--- src/rtl/stopwatch_pkg.sv ---
// Shared constants for the stopwatch control plane: FSM encoding, button indices, BCD width.
package stopwatch_pkg;

  localparam int unsigned BCD_W = 32;

  typedef enum logic [1:0] {
    ST_IDLE  = 2'd0,
    ST_RUN   = 2'd1,
    ST_PAUSE = 2'd2
  } state_e;

  localparam logic [1:0] BTN_CLEAR = 2'd0;
  localparam logic [1:0] BTN_RESET = 2'd1;
  localparam logic [1:0] BTN_LAP   = 2'd2;
  localparam logic [1:0] BTN_START = 2'd3;

endpackage

--- src/rtl/sw_debounce.sv ---
// Active-low button debouncer: 2-flop synchronizer, stability counter, one-cycle press pulse.
module sw_debounce #(
  parameter int unsigned DEB_CYCLES = 500000
) (
  input  logic clock_i,
  input  logic reset_i,
  input  logic button_n,
  output logic press
);

  localparam int unsigned CNT_W = (DEB_CYCLES > 1) ? $clog2(DEB_CYCLES) : 1;

  logic             sync1;
  logic             sync2;
  logic             level;
  logic [CNT_W-1:0] cnt;

  // Accepted level flips after DEB_CYCLES consecutive disagreeing samples; only presses pulse.
  always_ff @(posedge clock_i) begin
    if (reset_i) begin
      sync1 <= 1'b1;
      sync2 <= 1'b1;
      level <= 1'b1;
      cnt   <= '0;
      press <= 1'b0;
    end else begin
      sync1 <= button_n;
      sync2 <= sync1;
      press <= 1'b0;
      if (sync2 == level) begin
        cnt <= '0;
      end else if (cnt == CNT_W'(DEB_CYCLES - 1)) begin
        level <= sync2;
        cnt   <= '0;
        press <= ~sync2;
      end else begin
        cnt <= cnt + CNT_W'(1);
      end
    end
  end

endmodule

--- src/rtl/stopwatch_ctrl.sv ---
// Stopwatch control plane: button debounce, run/pause FSM, BCD lap buffer, LCD refresh handshake.
// Optional display hold after a lap is enabled with `define STOPWATCH_LAP_HOLD_EN.
module stopwatch_ctrl
  import stopwatch_pkg::*;
#(
  parameter int unsigned DEB_CYCLES  = 500000,
  parameter int unsigned DEPTH       = 2,
  parameter int unsigned HOLD_CYCLES = 100000000
) (
  input  logic                   clock_i,
  input  logic                   reset_i,
  input  logic [3:0]             button_i,
  input  logic [BCD_W-1:0]       time_bcd_i,
  output logic                   count_en_o,
  output logic                   count_clr_o,
  output logic [BCD_W*DEPTH-1:0] lap_flat_o,
  output logic [3:0]             lap_count_o,
  output logic                   lcd_req_o,
  input  logic                   lcd_ack_i,
  output logic                   hold_o
);

  if (DEPTH == 0 || DEPTH > 15 || DEB_CYCLES == 0 || HOLD_CYCLES == 0) begin : g_param_check
    $error("stopwatch_ctrl: parameter out of range");
  end

  logic [3:0] press;
  logic       clear_p;
  logic       reset_p;
  logic       lap_p;
  logic       start_p;
  logic       capture;
  logic       update;
  state_e     state;

  for (genvar b = 0; b < 4; b++) begin : g_deb
    sw_debounce #(
      .DEB_CYCLES(DEB_CYCLES)
    ) u_deb (
      .clock_i (clock_i),
      .reset_i (reset_i),
      .button_n(button_i[b]),
      .press   (press[b])
    );
  end

  assign clear_p = press[BTN_CLEAR];
  assign reset_p = press[BTN_RESET];
  assign lap_p   = press[BTN_LAP];
  assign start_p = press[BTN_START];

  // Laps are only taken while timing; a simultaneous clear discards the lap.
  assign capture = lap_p & ~clear_p & (state != ST_IDLE);
  assign update  = capture | clear_p;

  // Run/pause FSM; reset pulse has priority over start/pause.
  always_ff @(posedge clock_i) begin
    if (reset_i) begin
      state       <= ST_IDLE;
      count_en_o  <= 1'b0;
      count_clr_o <= 1'b0;
    end else begin
      count_clr_o <= 1'b0;
      if (reset_p) begin
        state       <= ST_IDLE;
        count_en_o  <= 1'b0;
        count_clr_o <= 1'b1;
      end else if (start_p) begin
        case (state)
          ST_IDLE: begin
            state      <= ST_RUN;
            count_en_o <= 1'b1;
          end
          ST_RUN: begin
            state      <= ST_PAUSE;
            count_en_o <= 1'b0;
          end
          ST_PAUSE: begin
            state      <= ST_RUN;
            count_en_o <= 1'b1;
          end
          default: begin
            state      <= ST_IDLE;
            count_en_o <= 1'b0;
          end
        endcase
      end
    end
  end

  // Lap shift buffer (newest in the low word) and coalescing LCD refresh request.
  always_ff @(posedge clock_i) begin
    if (reset_i) begin
      lap_flat_o  <= '0;
      lap_count_o <= '0;
      lcd_req_o   <= 1'b0;
    end else begin
      if (clear_p) begin
        lap_flat_o  <= '0;
        lap_count_o <= '0;
      end else if (capture) begin
        for (int unsigned k = 1; k < DEPTH; k++) begin
          lap_flat_o[k*BCD_W +: BCD_W] <= lap_flat_o[(k-1)*BCD_W +: BCD_W];
        end
        lap_flat_o[BCD_W-1:0] <= time_bcd_i;
        if (lap_count_o != 4'(DEPTH)) begin
          lap_count_o <= lap_count_o + 4'd1;
        end
      end
      lcd_req_o <= update | (lcd_req_o & ~lcd_ack_i);
    end
  end

`ifdef STOPWATCH_LAP_HOLD_EN
  localparam int unsigned HOLD_W = (HOLD_CYCLES > 1) ? $clog2(HOLD_CYCLES) : 1;

  logic [HOLD_W-1:0] hold_cnt;

  // Freeze window restarts on every running lap; reset or clear cancels it.
  always_ff @(posedge clock_i) begin
    if (reset_i) begin
      hold_o   <= 1'b0;
      hold_cnt <= '0;
    end else if (reset_p || clear_p) begin
      hold_o   <= 1'b0;
      hold_cnt <= '0;
    end else if (capture && state == ST_RUN) begin
      hold_o   <= 1'b1;
      hold_cnt <= HOLD_W'(HOLD_CYCLES - 1);
    end else if (hold_o) begin
      if (hold_cnt == '0) begin
        hold_o <= 1'b0;
      end else begin
        hold_cnt <= hold_cnt - HOLD_W'(1);
      end
    end
  end
`else
  assign hold_o = 1'b0;
`endif

endmodule
--- config.mk ---
export PLATFORM = sky130hd
export DESIGN_NAME = stopwatch_ctrl
export DESIGN_NICKNAME = d
export VERILOG_FILES = /design/src/rtl/stopwatch_pkg.sv /design/src/rtl/sw_debounce.sv /design/src/rtl/stopwatch_ctrl.sv
export SDC_FILE = /design/constraint.sdc
export NUM_CORES = 1
export LEC_CHECK = 0
export CORE_ASPECT_RATIO = 0.9
export CORE_MARGIN = 8
export CORE_UTILIZATION = 57
export DETAILED_ROUTE_END_ITERATION = 8
export PLACE_DENSITY = 0.85
export RECOVER_POWER = 25
export SLEW_MARGIN = 5
export SYNTH_ARGS = -nofsm -noshare
export SYNTH_HDL_FRONTEND = slang
export SYNTH_SLANG_ARGS = --single-unit
--- constraint.sdc ---
create_clock -name clock_i -period 3.3 [get_ports clock_i]
set_clock_uncertainty 0.2 [all_clocks]
set_input_delay 0.66 -clock clock_i [delete_from_list [all_inputs] [get_ports clock_i]]
set_output_delay 0.66 -clock clock_i [all_outputs]
set_load 0.05 [all_outputs]
==> results of run 1 <==
-- synth_stat cells (2+ instances only) --
master                       n  area (um^2)
sky130_fd_sc_hd__o31ai_1     2         15.0
sky130_fd_sc_hd__nor3_1     13         65.1
sky130_fd_sc_hd__dfxtp_1   164         3280
sky130_fd_sc_hd__o21ai_0    13         65.1
sky130_fd_sc_hd__and2_1      5         31.3
sky130_fd_sc_hd__ha_1        6         75.1
sky130_fd_sc_hd__clkbuf_1   26         97.6
sky130_fd_sc_hd__nand4_1    31          194
sky130_fd_sc_hd__a21oi_1    81          405
sky130_fd_sc_hd__buf_2       5         25.0
sky130_fd_sc_hd__or2_2      10         62.6
sky130_fd_sc_hd__buf_1       5         18.8
sky130_fd_sc_hd__and4_1      7         61.3
sky130_fd_sc_hd__xor2_1     33          289
sky130_fd_sc_hd__or3_1      12         75.1
sky130_fd_sc_hd__nand2_1   148          556
sky130_fd_sc_hd__inv_1      18         67.6
sky130_fd_sc_hd__nor4_1     11         68.8
sky130_fd_sc_hd__and3_1      7         43.8
sky130_fd_sc_hd__nor2_1     76          285
sky130_fd_sc_hd__o211ai_2    3         37.5
sky130_fd_sc_hd__xnor2_1    28          245
sky130_fd_sc_hd__or4_1       6         45.0
sky130_fd_sc_hd__nand3_1    33          165
sky130_fd_sc_hd__a31o_2      2         17.5
sky130_fd_sc_hd__nor4bb_1    3         30.0
-- flip-flops by register name, summed over array words and instances, names as in the netlist --
signal and cells:
lcd_req_o 1, lap_flat_o 64, g_deb.u_deb.cnt 76, g_deb.u_deb.sync1 4, lap_count_o 4, g_deb.u_deb.sync2 4, count_en_o 1, g_deb.u_deb.level 4
state 1, count_clr_o 1, g_deb.u_deb.press 4
-- through the flow --
stage	util [%]	setup slack (ns)	hold WS, ns
CTS	73.5	0.638	0.208
floorplan	-	1.17	0.189
global route	73.4	0.498	0.217
global placement	68.1	0.805	0.200
detailed placement	68.1	0.706	0.194
finish	73.4	0.652	0.208
-- kinds of logic after synthesis --
group	Yosys count	synth area share (%)
adder cells (fa/ha/maj)	6	1.15
AO/OA/AOI/OAI	107	9.15
flip-flops	164	50.3
XOR/XNOR	61	8.19
multiplexers	2	0.326
AND/OR/NAND/NOR	371	27.2
buffers and inverters	58	3.62
other	1	0.0575
-- layout make-up --
cell class	instances	area share, %
Multi-Input combinational cell	548	36.3
Clock inverter	10	1.87
Timing Repair Buffer	113	13.5
Clock buffer	21	5.55
Tap cell	156	2.35
Sequential cell	164	39.6
Inverter	19	0.860
-- worst min-delay path by stage --
stage / from / to / slack, ns / cells after the start
detailed placement: g_deb[0].u_deb.sync1$_SDFF_PP1_ / g_deb[0].u_deb.sync2$_SDFF_PP1_ / 0.19 / 1
global placement: g_deb[0].u_deb.sync1$_SDFF_PP1_ / g_deb[0].u_deb.sync2$_SDFF_PP1_ / 0.20 / 1
global route: g_deb[1].u_deb.sync1$_SDFF_PP1_ / g_deb[1].u_deb.sync2$_SDFF_PP1_ / 0.22 / 1
CTS: g_deb[0].u_deb.sync1$_SDFF_PP1_ / g_deb[0].u_deb.sync2$_SDFF_PP1_ / 0.21 / 1
finish: g_deb[0].u_deb.sync1$_SDFF_PP1_ / g_deb[0].u_deb.sync2$_SDFF_PP1_ / 0.21 / 1
floorplan: g_deb[0].u_deb.sync1$_SDFF_PP1_ / g_deb[0].u_deb.sync2$_SDFF_PP1_ / 0.19 / 1
-- worst reg2reg max path, cell delays in order (launching register included) --
cell	delay, ns
sky130_fd_sc_hd__dfxtp_1	0.37
sky130_fd_sc_hd__ha_1	0.37
sky130_fd_sc_hd__nand4_1	0.19
sky130_fd_sc_hd__or4_1	0.49
sky130_fd_sc_hd__o211ai_2	0.65
sky130_fd_sc_hd__nor2_1	0.13
-- power breakdown --
group	total, mW	internal [mW]	leakage (nW)	switching [mW]
sequential	1.99	1.99	1.32	0.00358
clock	2.04	1.30	0.299	0.741
combinational	0.0856	0.0474	1.02	0.0382
-- metal layers --
metal / GRT usage, % / vias up / share of wire, %
met5: 0 / - / 0
met4: 9.32 / 0 / 2.9
met3: 6.61 / 33 / 5.9
met2: 35.1 / 145 / 49
met1: 24.1 / 2724 / 42
li1: - / 2802 / -
==> results, run 1 <==
- The detailed router finished its first iteration with 420 violations.
- The total nets after synthesis is between 800 and 900.
- The most used flip-flop cell after synthesis is sky130_fd_sc_hd__dfxtp_1.
- The most common library cell in the layout ignoring fill and taps is sky130_fd_sc_hd__dfxtp_1.
- In this run the number of cells on the critical path is 1.
- The number of I/O port buffers is 109.
- The number of routed nets with antenna violations is 0.
- The area of the core is 11300 um^2.
- The routability congestion estimate from global placement is 0.854.
- The start point of the critical path is count_en_o$_SDFFE_PP0P_.
- The post-layout net count is 908.
- The worst setup slack for register-to-register paths is about 0.75 ns.
- The total routed wirelength is ~16000 um.
- The first global-routing pass estimated 26000 um of wire.
- The root buffer cell is sky130_fd_sc_hd__clkbuf_16.
- The HPWL after detailed placement is 11000 um.
- After detailed routing, the number of remaining DRC violations is 0.
- The worst path in the final design needs a cycle of 2.65 ns, including I/O delays and setup.
- The total standard cell area after synthesis is approximately 6500 um^2.
- The maximum buffer depth of the clock tree is 2.
- Across all layers, the routed design uses approximately 5.7k vias.
- For the final routed database, the setup TNS stands at 0 ns.
- Traced cell by cell, the critical path runs through clkdlybuf4s50_1.
- The largest fanout of any net on the critical path is 5.
- Across the whole layout, storage elements account for 3280 um^2.
- Setup repair after global routing left no endpoint under its margin.
- The critical path capture point type is an output port.
- The number of flops mapped to enable cells by yosys is 0.
- The number of buffers and inverters on the critical path is 1.
- The TritonCTS clock tree is built.
- The family with the most delay on the worst path is buffers and inverters.
- Row generation in the floorplan step produced 37 rows.
- The cell count after placement is 1000.
- The capturing instance or port of the critical path is count_en_o.
- The clock latency on the worst-skew pair is 0.42 ns.
- The total overflow left after global routing is 0.
- In this run the critical register-to-register path is launched from g_deb[1].u_deb.cnt[0]$_SDFF_PP0_.
- For this design the ratio of total power to cell area is 496 nW/um^2.
- The total setup buffers inserted after CTS is 0.
- The number of antenna violations at the first check in global routing is 0.
- The library cells used most frequently in the layout, excluding fill and tap cells, are 164 x sky130_fd_sc_hd__dfxtp_1, 148 x sky130_fd_sc_hd__nand2_1, 108 x sky130_fd_sc_hd__clkdlybuf4s50_1, 81 x sky130_fd_sc_hd__a21oi_1, 76 x sky130_fd_sc_hd__nor2_1.
- The master of the slowest instance on the critical path is sky130_fd_sc_hd__clkdlybuf4s50_1.
- The cell count of the worst reg-to-reg path is 5.
- The run finished with clean final reports.
- The final count of pins violating max slew came to 0.
- The capturing point of the worst reg2reg path is g_deb[1].u_deb.cnt[4]$_SDFF_PP0_.
- The area growth from synthesis to layout is 27.2%.
- The final count of hold timing violations was 0.
- The fraction of layout instances using a drive strength above 1 is under 10%.
- During I/O placement, the number of pins put on the boundary was 111.
- The clock-pin slew of the registers on the worst-case setup and hold paths is 0.06 ns.
- The initial utilization of the core area, before any placement, comes to 57.8%.
- The count of state elements after synthesis is 164.
- The final count of negative-setup-slack endpoints is 0.
- The die is 117 um tall.
- On the worst path, the slowest cell contributes a delay of 0.91 ns.
- Clock tree synthesis found a total of 164 sinks.
- The maximum frequency from static timing analysis is 378 MHz.
- The via count of the first global-routing pass is 5360.
- The period utilization is 80.2%.
- The worst setup path is launched from a register.
- The per-cell via count in the routed design is 5.53.
- TritonCTS created 17 clock buffers.
- The class of the tightest hold or removal check is register to register.
- The synthesized netlist cell count is 770.
- The count of cells in the finished layout, fillers not included, comes to 1031.
- The maximum VDD drop is 0.412 mV.
- The unique cell type count in the Yosys netlist is 48.
- For this run, asynchronously set or reset flops after synthesis account for 0%.
- The proportion of synthesized chip area in sequential cells is 50.3%.
- The floorplan step defined a die boundary enclosing ~15000 um^2.
- The mean instance size in the synthesized netlist is approximately 8.5 um^2.
- The Yosys step of the flow raised 0 warnings.
- For this design, the CTS-stage hold fixing added 0 buffers.
- Max-cap violations in this run came to 0.
- The H-tree depth is 4.
- The transition time at the pin with the least slew margin is 0.826 ns.
- The length of the first detailed-routing pass in iterations is 4.
- Global routing used 21.0% of the available tracks across all layers.
- The final antenna diode count is 0.
- The finished cells cover 8300 um^2.
- The design draws ~4.1 mW.
- The worst relative slew slack is about 45%.
- The multi-input logic area is 3010 um^2.
- The fill cell total of the finished layout is 838.
- For this design the static power due to leakage is ~2.6 nW.
- Data on the critical path is required at its endpoint by around 2.4 ns.
- Entering global routing, the biggest net connects 69 pins.
- The width of the die is ~130 um.
- The critical setup path kind is register to output port.
- Summing all placed instances gives a cell area of 7690 um^2.
- Post-CTS repair changed the size of 0 cells.
- The wire length per cell is between 15 and 20 um.
- The worst path arrival time is 1.79 ns.
Power figures use the tool's default switching activity.
==> inputs of run 2 (changes only) <==
CORE_UTILIZATION = 53   (was 57)
PLACE_DENSITY = 0.8   (was 0.85)
clock period = 2.7 ns   (was 3.3 ns; I/O delays follow)
==> run 2 against run 1 <==
Against the previous run: sequential share of layout area decreased by 0.25 points; clock power increased by 20%; flip-flop and latch count unchanged; count of clock-buffer cells in the layout increased by 3; setup slack got worse by 0.50 ns; die area increased by 6.5%; non-clock buffer count increased by 4; combinational power increased by 29%; critical path depth unchanged; largest power group unchanged.
==> results, run 2 (synthesis results as in run 1) <==
- The width of the die was 133 um (was 129 um).
- The number of buffers and inverters on the critical path came to 1 (unchanged).
- The total setup buffers inserted after CTS is 0 (unchanged).
- The net switching share of the total power is 19.5% (was 19.0%).
- The setup slack after layout is 0.154 ns (was 0.652 ns).
- The area added between synthesis and finish was 28.0% (was 27.2%).
- List of cells traversed by the critical path: clkdlybuf4s50_1 (unchanged).
- The standby leakage power came to 2.67 nW (was 2.64 nW).
- The post-CTS resize count is 0 (unchanged).
- The root buffer cell is sky130_fd_sc_hd__clkbuf_16 (unchanged).
- The internal power came to 4.02 mW (was 3.33 mW).
- The power share of the sequential group was 48.7% (was 48.4%).
- The routability congestion estimate from global placement came to 0.834 (was 0.854).
- The combinational share of power was 2.2% (was 2.1%).
- The fraction of layout instances using a drive strength above 1 is 6.36% (was 6.06%).
- The fill cell total of the finished layout is 910 (was 838).
- The number of flip-flops in the largest register is 76 (unchanged).
- The areal power density over the cells is 598 nW/um^2 (was 496 nW/um^2).
- The total of max-cap violations was 0 (unchanged).
- Setup repair after global routing missed its margin: no (unchanged).
- Top flop regs: g_deb.u_deb.cnt: 76 flops, lap_flat_o: 64 flops (unchanged).
- The post-route DRC violation count is 0 (unchanged).
- The CTS sink count is 164 (unchanged).
- The part of the power in the clock network is 49.1% (was 49.5%).
- The DRC marker count from the first detailed-route iteration came to 339 (was 420).
- The clock latency on the worst-skew pair was 0.42 ns (about the same).
- The worst path arrival time is 1.81 ns (was 1.79 ns).
- The via count of the first global-routing pass is 5291 (was 5360).
- The wire length of the first global-routing pass was 25900 um (was 26000 um).
- The sort of element at the start of the critical path is a register (unchanged).
- The final count of hold timing violations is 0 (unchanged).
- The final design utilization is 69.4% (was 73.4%).
- The per-cell via count in the routed design is 5.48 (was 5.53).
- The pre-CTS setup slack came to 0.427 ns (was 0.706 ns).
- The final count of pins violating max slew is 0 (unchanged).
- The post-layout net count is 912 (was 908).
- The area of the core came to 12000 um^2 (was 11300 um^2).
- The H-tree depth is 4 (unchanged).
- The final critical path takes up around 94% of the cycle.
- The aggregate global routing overflow is 0 (unchanged).
- The number of buffers inserted during clock tree synthesis came to 17 (unchanged).
- The maximum frequency from static timing analysis is 393 MHz.
- Commonest cells after routing, fill and taps aside: 164 x sky130_fd_sc_hd__dfxtp_1, 148 x sky130_fd_sc_hd__nand2_1, 108 x sky130_fd_sc_hd__clkdlybuf4s50_1, 81 x sky130_fd_sc_hd__a21oi_1, 76 x sky130_fd_sc_hd__nor2_1 (unchanged).
- The maximum number of pins on one net before global-route repair was 39 (was 69).
- The master of the slowest instance on the critical path is sky130_fd_sc_hd__clkdlybuf4s50_1 (unchanged).
- The top-level port count came to 111 (unchanged).
- The transition time at the pin with the least slew margin came to 1.08 ns (was 0.826 ns).
- The largest register by flop count is g_deb.u_deb.cnt (unchanged).
- The critical path capture point type is an output port (unchanged).
- The height of the die came to 121 um (was 117 um).
- The final count of negative-setup-slack endpoints is 0 (unchanged).
- The most common library cell in the layout ignoring fill and taps is sky130_fd_sc_hd__dfxtp_1 (unchanged).
- The critical setup path kind is register to output port (unchanged).
- The TritonCTS clock tree is built (unchanged).
- The family with the most delay on the worst path is buffers and inverters (unchanged).
- The HPWL after detailed placement is 11100 um (was 11000 um).
- The number of routed nets with antenna violations came to 0 (unchanged).
- The length of the first detailed-routing pass in iterations is 5 (was 4).
- The final antenna diode count came to 0 (unchanged).
- The number of antenna violations at the first check in global routing was 0 (unchanged).
- The global-route usage over all layers came to 19.6% (was 21.0%).
- The total routed wirelength is 15900 um (about the same).
- The post-route worst hold slack is 0.212 ns (was 0.208 ns).
- The largest fanout of any net on the critical path came to 5 (unchanged).
- The total number of vias is 5704 (unchanged).
- The maximum VDD drop was 0.441 mV (was 0.412 mV).
- The cell row count is 38 (was 37).
- The clock period minus final worst setup slack is 2.55 ns.
- Status: complete, no violations (unchanged).
- The biggest cell delay along the critical path is 0.90 ns (was 0.91 ns).
- The maximum buffer depth of the clock tree was 2 (unchanged).
- The required time at the worst-slack endpoint is 1.96 ns (was 2.44 ns).
- The class of the tightest hold or removal check was register to register (unchanged).
- The setup TNS after final layout is 0 ns (unchanged).
- The net load switching power is 0.974 mW (was 0.783 mW).
- The worst relative slew slack came to 28.1% (was 44.8%).
- The wire length per cell is 15.3 um (was 15.5 um).
- The effective utilization at floorplan is 54.2% (was 57.8%).
- The cts-stage hold buffer count is 0 (unchanged).
- The full die area is 16100 um^2 (was 15100 um^2).
- The clock-pin slew of the registers on the worst-case setup and hold paths is 0.06 ns (about the same).
- The number of I/O port buffers was 109 (unchanged).
[run 2: changes by cell type in the layout (fill, tap and decap cells not counted), moves of 2 or more]
cell	before	now
sky130_fd_sc_hd__buf_12	0	2
sky130_fd_sc_hd__buf_4	3	5
sky130_fd_sc_hd__clkinvlp_4	2	0
sky130_fd_sc_hd__clkbuf_1	3	5
[run 2: worst register-to-register path: stages, from the launching register on]
cell                       delay (ns)
sky130_fd_sc_hd__dfxtp_1         0.38
sky130_fd_sc_hd__ha_1            0.36
sky130_fd_sc_hd__nand4_1         0.21
sky130_fd_sc_hd__or4_1           0.48
sky130_fd_sc_hd__o211ai_2        0.16
sky130_fd_sc_hd__buf_4           0.25
sky130_fd_sc_hd__a21oi_1         0.08
[run 2: final cells by class]
class | count | area (um^2) | area share (%)
Multi-Input combinational cell | 548 | 3020 | 36.1
Sequential cell | 164 | 3280 | 39.3
Clock inverter | 8 | 123 | 1.47
Inverter | 19 | 71.3 | 0.854
Timing Repair Buffer | 117 | 1170 | 14.0
Clock buffer | 24 | 482 | 5.77
Tap cell | 160 | 200 | 2.40
[run 2: layer usage]
| metal | routed length [um] | part of all wire (%) | global-route usage (%) | vias up |
|---|---|---|---|---|
| met2 | 8090 | 51 | 32.8 | 168 |
| li1 | - | - | - | 2815 |
| met4 | 314 | 2.0 | 7.65 | 0 |
| met3 | 944 | 5.9 | 5.88 | 25 |
| met1 | 6560 | 41 | 23.2 | 2696 |
| met5 | 0 | 0 | 0 | - |
[run 2: power groups by stage]
stage | logic [mW] | clock network, mW | registers [mW]
after floorplan | 0.0409 | 0 | 2.48
after global placement | 0.108 | 0 | 2.48
after detailed placement | 0.110 | 0 | 2.48
after CTS | 0.112 | 2.48 | 2.43
after global routing | 0.119 | 2.59 | 2.43
final | 0.110 | 2.45 | 2.43
[run 2: worst paths after layout]
path	startpoint	endpoint	slack, ns	cells past startpoint
max	count_en_o$_SDFFE_PP0P_	count_en_o	0.15	1
min	g_deb[1].u_deb.sync1$_SDFF_PP1_	g_deb[1].u_deb.sync2$_SDFF_PP1_	0.21	1
max reg2reg	g_deb[1].u_deb.cnt[0]$_SDFF_PP0_	g_deb[1].u_deb.cnt[17]$_SDFF_PP0_	0.45	6
min reg2reg	g_deb[1].u_deb.sync1$_SDFF_PP1_	g_deb[1].u_deb.sync2$_SDFF_PP1_	0.21	1
[run 2: stage by stage]
| step | cell area [um^2] | instances | total power [mW] |
|---|---|---|---|
| floorplan | 6520 | 770 | 2.52 |
| global route | 8350 | 1040 | 5.14 |
| finish | 8350 | 1040 | 4.99 |
| CTS | 8350 | 1040 | 5.03 |
| global placement | 7750 | 1008 | 2.59 |
| detailed placement | 7750 | 1008 | 2.59 |
==> inputs of run 3 (changes only) <==
CTS_CLUSTER_DIAMETER = 60   (was unset)
==> results of run 3 <==
No change in the layout: final DEF, timing and power equal those of run 2.
